--- config.mk ---
export PLATFORM = sky130hd
export DESIGN_NAME = ps2_host_tx
export DESIGN_NICKNAME = d
export VERILOG_FILES = /design/src/rtl/ps2_pkg.sv /design/src/rtl/ps2_sync_edge.sv /design/src/rtl/ps2_host_tx.sv
export SDC_FILE = /design/constraint.sdc
export NUM_CORES = 1
export LEC_CHECK = 0
export CAP_MARGIN = 10
export CORE_UTILIZATION = 45
export DETAILED_ROUTE_END_ITERATION = 12
export PLACE_DENSITY = 0.7
export SKIP_LAST_GASP = 1
export SYNTH_ARGS = -nofsm -noshare
export SYNTH_HDL_FRONTEND = slang
export SYNTH_HIERARCHICAL = 1
export SYNTH_SLANG_ARGS = --single-unit
--- constraint.sdc ---
create_clock -name clk -period 2.3 [get_ports clk]
set_clock_uncertainty 0.15 [all_clocks]
set_input_delay 0.46 -clock clk [delete_from_list [all_inputs] [get_ports clk]]
set_output_delay 0.46 -clock clk [all_outputs]
set_load 0.05 [all_outputs]
--- src/rtl/ps2_pkg.sv ---
// Shared PS/2 definitions: transmitter state encoding, keyboard command bytes
// and the frame parity helper.
package ps2_pkg;

  typedef enum logic [2:0] {
    IDLE,
    INHIBIT,
    RELEASE,
    SEND,
    ACK,
    WAIT_IDLE
  } ps2_tx_state_e;

  localparam logic [7:0] CMD_SET_LEDS = 8'hED;
  localparam logic [7:0] CMD_RESET    = 8'hFF;
  localparam logic [7:0] RSP_ACK      = 8'hFA;
  localparam logic [7:0] RSP_RESEND   = 8'hFE;

  localparam int unsigned TIMER_W = 20;

  // PS/2 uses odd parity: the parity bit makes the count of ones odd.
  function automatic logic odd_parity(input logic [7:0] b);
    return ~^b;
  endfunction

endpackage

--- src/rtl/ps2_sync_edge.sv ---
// Two-flop synchronisers for the raw PS/2 clock and data pins, plus a
// falling-edge flag on the synchronised clock.
module ps2_sync_edge (
  input  logic clk,
  input  logic reset,
  input  logic ps2_clk_in,
  input  logic ps2_data_in,
  output logic clk_sync,
  output logic data_sync,
  output logic clk_fall
);

  logic clk_s0, clk_s1;
  logic data_s0, data_s1;

  // Reset to the idle (high) bus level so leaving reset never flags an edge.
  always_ff @(posedge clk or negedge reset) begin
    if (!reset) begin
      clk_s0  <= 1'b1;
      clk_s1  <= 1'b1;
      data_s0 <= 1'b1;
      data_s1 <= 1'b1;
    end else begin
      clk_s0  <= ps2_clk_in;
      clk_s1  <= clk_s0;
      data_s0 <= ps2_data_in;
      data_s1 <= data_s0;
    end
  end

  always_comb begin
    clk_sync  = clk_s1;
    data_sync = data_s1;
    clk_fall  = clk_s1 & ~clk_s0;
  end

endmodule

--- src/rtl/ps2_host_tx.sv ---
// Host-to-device PS/2 transmitter: inhibits the bus, issues the start bit,
// shifts one command byte on device clock edges and checks the device ACK.
module ps2_host_tx
  import ps2_pkg::*;
#(
  parameter int unsigned INHIBIT_CYCLES       = 5000,
  parameter int unsigned START_TIMEOUT_CYCLES = 750000,
  parameter int unsigned BIT_TIMEOUT_CYCLES   = 100000
) (
  input  logic       clk,
  input  logic       reset,
  input  logic [7:0] tx_data,
  input  logic       tx_start,
  output logic       tx_busy,
  output logic       tx_done,
  output logic       tx_error,
  input  logic       ps2_clk_in,
  input  logic       ps2_data_in,
  output logic       ps2_clk_drive_low,
  output logic       ps2_data_drive_low
);

  localparam logic [TIMER_W-1:0] INHIBIT_LAST = TIMER_W'(INHIBIT_CYCLES - 1);
  localparam logic [TIMER_W-1:0] START_LAST   = TIMER_W'(START_TIMEOUT_CYCLES - 1);
  localparam logic [TIMER_W-1:0] BIT_LAST     = TIMER_W'(BIT_TIMEOUT_CYCLES - 1);

  ps2_tx_state_e      state, state_n;
  logic [9:0]         frame, frame_n;
  logic [3:0]         bit_idx, bit_idx_n;
  logic [TIMER_W-1:0] timer, timer_n;
  logic               ack_ok, ack_ok_n;
  logic               busy_n, done_n, error_n, clk_low_n, data_low_n;

  logic               clk_sync, data_sync, clk_fall;
  logic               expired;

  ps2_sync_edge u_sync (
    .clk         (clk),
    .reset       (reset),
    .ps2_clk_in  (ps2_clk_in),
    .ps2_data_in (ps2_data_in),
    .clk_sync    (clk_sync),
    .data_sync   (data_sync),
    .clk_fall    (clk_fall)
  );

  // Until the first device edge the long start timeout applies, then the bit gap.
  always_comb begin
    if (state == SEND && bit_idx == 4'd0) expired = (timer == START_LAST);
    else                                  expired = (timer == BIT_LAST);
  end

  always_ff @(posedge clk or negedge reset) begin
    if (!reset) state <= IDLE;
    else        state <= state_n;
  end

  always_comb begin
    state_n = state;
    unique case (state)
      IDLE:      if (tx_start) state_n = INHIBIT;
      INHIBIT:   if (timer == INHIBIT_LAST) state_n = RELEASE;
      RELEASE:   state_n = SEND;
      SEND: begin
        if (clk_fall) begin
          if (bit_idx == 4'd9) state_n = ACK;
        end else if (expired) begin
          state_n = IDLE;
        end
      end
      ACK: begin
        if (clk_fall)     state_n = WAIT_IDLE;
        else if (expired) state_n = IDLE;
      end
      WAIT_IDLE: begin
        if (clk_sync && data_sync) state_n = IDLE;
        else if (expired)          state_n = IDLE;
      end
      default:   state_n = IDLE;
    endcase
  end

  always_comb begin
    frame_n    = frame;
    bit_idx_n  = bit_idx;
    timer_n    = timer + 1'b1;
    ack_ok_n   = ack_ok;
    busy_n     = tx_busy;
    done_n     = 1'b0;
    error_n    = 1'b0;
    clk_low_n  = ps2_clk_drive_low;
    data_low_n = ps2_data_drive_low;
    unique case (state)
      IDLE: begin
        timer_n = '0;
        if (tx_start) begin
          frame_n   = {1'b1, odd_parity(tx_data), tx_data};
          busy_n    = 1'b1;
          clk_low_n = 1'b1;
        end
      end
      INHIBIT: begin
        if (timer == INHIBIT_LAST) data_low_n = 1'b1;
      end
      RELEASE: begin
        clk_low_n = 1'b0;
        timer_n   = '0;
        bit_idx_n = '0;
      end
      SEND: begin
        if (clk_fall) begin
          data_low_n = ~frame[bit_idx];
          timer_n    = '0;
          bit_idx_n  = bit_idx + 4'd1;
        end else if (expired) begin
          clk_low_n  = 1'b0;
          data_low_n = 1'b0;
          busy_n     = 1'b0;
          error_n    = 1'b1;
        end
      end
      ACK: begin
        if (clk_fall) begin
          ack_ok_n = ~data_sync;
          timer_n  = '0;
        end else if (expired) begin
          clk_low_n  = 1'b0;
          data_low_n = 1'b0;
          busy_n     = 1'b0;
          error_n    = 1'b1;
        end
      end
      WAIT_IDLE: begin
        if (clk_sync && data_sync) begin
          busy_n  = 1'b0;
          done_n  = ack_ok;
          error_n = ~ack_ok;
        end else if (expired) begin
          clk_low_n  = 1'b0;
          data_low_n = 1'b0;
          busy_n     = 1'b0;
          error_n    = 1'b1;
        end
      end
      default: begin
        clk_low_n  = 1'b0;
        data_low_n = 1'b0;
        busy_n     = 1'b0;
      end
    endcase
  end

  always_ff @(posedge clk or negedge reset) begin
    if (!reset) begin
      frame              <= '0;
      bit_idx            <= '0;
      timer              <= '0;
      ack_ok             <= 1'b0;
      tx_busy            <= 1'b0;
      tx_done            <= 1'b0;
      tx_error           <= 1'b0;
      ps2_clk_drive_low  <= 1'b0;
      ps2_data_drive_low <= 1'b0;
    end else begin
      frame              <= frame_n;
      bit_idx            <= bit_idx_n;
      timer              <= timer_n;
      ack_ok             <= ack_ok_n;
      tx_busy            <= busy_n;
      tx_done            <= done_n;
      tx_error           <= error_n;
      ps2_clk_drive_low  <= clk_low_n;
      ps2_data_drive_low <= data_low_n;
    end
  end

endmodule

### Word level (Yosys, flattened, before mapping)

Index checks and enable logic that the tools add are counted.

| word-level totals | value |
|---|---|
| bits in registers | 47 |
| logic and storage cells | 93 |

| operators by class | value |
|---|---|
| add/subtract/negate cells | 2 |
| order comparisons | 1 |
| equal/unequal tests | 16 |
| multiplexer cells | 36 |
| bitwise logic cells | 8 |
| reduce and logical (&&, ||, !) cells | 16 |

Operator list:

| cell | count |
|---|---|
| 20-bit case mux with 2 select lines | 1 |
| 3-bit two-way mux | 7 |
| 20-bit by 1-bit adder with 20-bit output, second input constant | 1 |
| 20-bit by 13-bit equality test with 1-bit output, second input constant | 1 |
| 20-bit by 17-bit equality test with 1-bit output, second input constant | 1 |
| 20-bit equality test, second input constant | 1 |
| 20-bit two-way mux | 1 |
| 1-bit two-way mux | 19 |
| 3-bit case mux with 6 select lines | 1 |
| 2-bit != test, second input constant | 6 |
| 1-bit case mux with 4 select lines | 2 |
| 4-bit case mux with 2 select lines | 1 |
| 4-bit AND reduction | 2 |
| 8-bit XNOR reduction | 1 |
| 1-bit inverter | 7 |
| 3-bit by 2-bit equality test with 1-bit output, second input constant | 2 |
| 3-bit equality test, second input constant | 2 |
| 2-bit AND reduction | 3 |
| 3-bit AND reduction | 2 |
| 2-bit OR reduction | 3 |
| 4-bit by 5-bit < comparator with 1-bit output, second input constant | 1 |
| 1-bit case mux with 5 select lines | 1 |
| 4-bit by 1-bit adder with 4-bit output, second input constant | 1 |
| 1-bit binary-select mux with 4-bit select | 1 |
| 10 further kinds | 11 |

### Longest topological paths before layout

| logic depth | value |
|---|---|
| depth after elaboration | 6 |
| depth in mapped cells | 7 |
| gate-level depth less buffers | 6 |

### Modules after synthesis

The synthesis kept the hierarchy.

By module, submodules not included:

| module | instances | cells an instance | area an instance (µm²) |
|---|---|---|---|
| ps2_host_tx | 1 | 244 | 2441.1 |
| ps2_sync_edge | 1 | 5 | 118.9 |

### Worst setup path after synthesis

OpenSTA, ideal clock, no wires.

| timing | value |
|---|---|
| path kind | register -> register |
| start point | register bit_idx[0] |
| end point | register ps2_data_drive_low |
| setup time | 0.130 ns |
| data arrival time | 1.472 ns |
| required time | 2.020 ns |
| slack | 0.548 ns |
| cell stages (with the launch flop) | 8 |
| buffers on the path | 1 |
| clock period less this slack | 1.752 ns |
| cell sequence | dfrtp_1 > clkbuf_1 > inv_1 > ha_1 > and3_1 > mux2i_1 > nor4b_1 > o22ai_1 |

| on the way | value |
|---|---|
| word-level cells in the longest chain between the ends | 6 |
| elaborated cells on any way between the ends | 11 |

RTL lines:

| what | line | text |
|---|---|---|
| start, declared | ps2_host_tx.sv:29 | `logic [3:0] bit_idx, bit_idx_n;` |
| start signal, assigned | ps2_host_tx.sv:166 | `bit_idx <= bit_idx_n;` |
| branches (longest 5 deep; another with 1-bit binary-select mux with 4-bit select) | - |  |
| 1-bit case mux with 5 select lines (*) | ps2_host_tx.sv:93 | `unique case (state)` |
| end signal, assigned | ps2_host_tx.sv:173 | `ps2_data_drive_low <= data_low_n;` |
| end, declared | ps2_host_tx.sv:20 | `output logic ps2_data_drive_low` |

Mark *: on every way between the ends. The select of a mux whose other input is x is not followed.
A chain may end at the register's enable or synchronous reset.

### Final worst setup path

| timing | value |
|---|---|
| start point | register ps2_data_drive_low |
| end point | output port ps2_data_drive_low |

No word-level cell between the ends.

==> impl_metrics.ini <==
[status]
violations = hold timing
status = finished, violations left

[cts]
htree_levels = 2
numCtsBuffers = 5
cts_resized = 0
clk_path_buf_depth = 2
cts_tree = built
post_cts_buffers = 0
cts_root_buf = clkbuf_8
worstSkewPairLatency_ns = 0.30
path_clk_slew_ns = 0.09
ctsHoldBuffers = 0
clock-sinks = 47

[detailed_routing]
wirelength_um = 5080
drc_errors = 0
drt-initial-drc-count = 123
wire_per_inst_um = 14.9
postRouteAntennaNets = 0
vias = 1868
firstDrtPassIters = 4
vias_per_cell = 5.48

[place]
postPlaceCellArea_mm2 = 0.00281
hpwl_um = 3810
io_buffer_count = 17
gpl.final_weighted_congestion = 0.951
pre_cts_slack_ns = 0.195

[critical_path]
crit_end = ps2_data_drive_low
crit_required_ns = 1.69
rrSetupSlack_ns = 0.30
path_cells = clkdlybuf4s50_1
cp_num_buf_inv = 1
reg2reg_depth = 6
worstPathArrival_ns = 1.51
cp-startpoint = ps2_data_drive_low$_DFFE_PN0P_
worst-path-max-fanout = 3
reg2reg_to = state[0]$_DFFE_PN0P_
reg2reg_from = state[2]$_DFFE_PN0P_
crit_cells = 1
max_stage_delay_ns = 0.81
path_class = flop to primary output
cpMaxStageDelayCell = clkdlybuf4s50_1
cp-start-kind = flop
cp-end-kind = primary output
cpLargestDelayFamily = buffers and inverters

[pwr]
p_switching_mw = 1.04
power_mw = 2.79
peakVddDrop_v = 0.000496
combPwrFrac_pct = 39.3
p_int_mw = 1.74
p_seq_share_pct = 43.3
pwr_density_cell_mw_per_mm2 = 963
switching_share_pct = 37.4
clockPowerShare_pct = 17.3
p_leak_nw = 1.21

[run]
maxCapViolCount = 0

[grt]
grt_max_degree = 28
grt_pass1_vias = 1927
overflow = 0
grt_pass1_wl_um = 8940
antenna_found_initial = 0
grt_use_total_pct = 19.0

[sta]
min_period_over_period_pct = 92.1
fin_crit_ns = 2.12
worst_pin_slew_ns = 0.580
tns_ns = 0
slew_violations = 0
rsz0062_at_grt = false
whs_ns = -0.00509
maxSlewHeadroom_pct = 61.3
finalSetupViolations = 0
fmax_mhz = 472
final-hold-violation-count = 4
fin_ws_ns = 0.181

[synthesis]
netlist.area_leader.share_pct = 42.0
synth_area_mm2 = 0.00256
synth.avg_cell_area_um2 = 10.3
ys_types = 60
synth_edf_count = 0
syn_inst = 249
ys.flop_type = dfrtp_1
ys_ff_latch = 47
yosysSeqAreaShare_pct = 46.1
synth_nets = 266
yosysTopAreaCell = dfrtp_1
synthTopCellsByArea = dfrtp_1, xnor2_1, nor2_1, dfstp_2, xor2_1
ys_warn_count = 6
async_flop_share_pct = 100

[die]
rows = 27
start_util_pct = 46.5
dieArea_mm2 = 0.00599
ioPinCount = 18
fp.dieW_um = 77.4
chipHeight_um = 77.4
core_area_mm2 = 0.00551

[worst_hold_path]
hp-class = input port to async pin

[finish]
stdcell_area_mm2 = 0.00289
seq_area_mm2 = 0.00118
nNetsFinal = 285
area_growth_pct = 13.1
multi_input_area_mm2 = 0.00131
num-fill-cells = 504
antenna_cells = 0
layout-drive-gt1-share_pct = 13.4
-- metrics by stage --
stage / utilization [%] / hold WS (ns) / cells
finish: 52.6 / -0.00509 / 341
global route: 52.6 / 0.0517 / 341
CTS: 52.6 / 0.0232 / 341
detailed placement: 51.1 / 0.197 / 333
global placement: 51.1 / 0.197 / 333
floorplan: - / 0.0144 / 249
-- power by group through the flow --
| stage | combinational [mW] | sequential (mW) | clock [mW] |
|---|---|---|---|
| after global routing | 1.21 | 1.25 | 0.528 |
| after floorplan | 0.792 | 1.22 | 0 |
| after detailed placement | 1.10 | 1.22 | 0 |
| final | 1.10 | 1.21 | 0.483 |
| after CTS | 1.10 | 1.21 | 0.500 |
| after global placement | 1.09 | 1.22 | 0 |
-- worst min path at each step --
stage	start	endpoint	slack, ns	depth (start not counted)
floorplan	reset	ack_ok$_DFFE_PN0P_	0.01	0
global placement	u_sync/data_s0$_DFF_PN1_	u_sync/data_sync$_DFF_PN1_	0.20	0
detailed placement	u_sync/data_s0$_DFF_PN1_	u_sync/data_sync$_DFF_PN1_	0.20	0
CTS	reset	ps2_data_drive_low$_DFFE_PN0P_	0.02	1
global route	reset	bit_idx[1]$_DFFE_PN0P_	0.05	1
finish	reset	ps2_data_drive_low$_DFFE_PN0P_	-0.005	1
-- final cells by class --
class	count	area share, %
Sequential cell	47	40.8
Clock buffer	7	2.64
Clock inverter	1	0.173
Inverter	4	0.519
Tap cell	72	3.11
Timing Repair Buffer	24	7.52
Multi-Input combinational cell	186	45.2
-- layout by cell type, fill, tap and decap left out, types with 5 or more instances in the layout --
cell	count
dfrtp_1	43
nor2_1	32
nand2_1	16
clkdlybuf4s50_1	16
xnor2_1	14
xor2_1	12
a21oi_1	9
nand3_1	8
nand4_1	7
buf_4	7
o21ai_0	6
mux2_1	6
and3_1	5
nor2b_1	5
o21ai_1	5
clkbuf_8	5
-- flip-flops by register name, indices dropped and copies added, names as in the netlist --
| signal | flops |
|---|---|
| tx_done | 1 |
| state | 3 |
| u_sync/clk_s0 | 1 |
| ps2_clk_drive_low | 1 |
| ps2_data_drive_low | 1 |
| frame | 10 |
| timer | 20 |
| tx_busy | 1 |
| ack_ok | 1 |
| u_sync/data_sync | 1 |
| tx_error | 1 |
| u_sync/clk_sync | 1 |
| bit_idx | 4 |
| u_sync/data_s0 | 1 |
-- Yosys cell counts, types with 2 or more instances --
library cell / count
a21oi_1: 9
and2_1: 3
and3_1: 5
buf_2: 4
clkbuf_1: 6
dfrtp_1: 43
dfstp_2: 4
ha_1: 4
inv_1: 3
mux2_1: 6
mux2_2: 4
mux2i_1: 2
mux4_2: 2
nand2_1: 16
nand2b_1: 2
nand3_1: 8
nand4_1: 7
nor2_1: 32
nor2b_1: 5
nor3_1: 3
nor3b_1: 2
nor4b_1: 2
nor4b_2: 2
o211ai_1: 3
o21ai_0: 6
o21ai_1: 5
o22ai_1: 2
or2_2: 2
or3_1: 2
xnor2_1: 14
xor2_1: 12
-- logic make-up after synthesis --
kind of cell / Yosys count / share of synthesized area [%]
AOI/OAI and AO/OA: 36 / 9.68
xor gates and xnor gates: 26 / 8.90
adders and majority gates: 4 / 1.96
buffers and inverters: 16 / 2.74
DFF: 47 / 46.1
muxes: 14 / 6.94
and+or+nand+nor: 106 / 23.7
-- routing by layer --
| layer | wire length, um | GRT usage [%] | part of all wire (%) | vias to the layer above |
|---|---|---|---|---|
| met2 | 2370 | 29.5 | 47 | 45 |
| met4 | 54 | 8.68 | 1.1 | 0 |
| met1 | 2480 | 26.4 | 49 | 906 |
| met3 | 175 | 2.71 | 3.4 | 7 |
| li1 | - | - | - | 910 |
| met5 | 0 | 0 | 0 | - |
(Power assumes the default switching activity.)
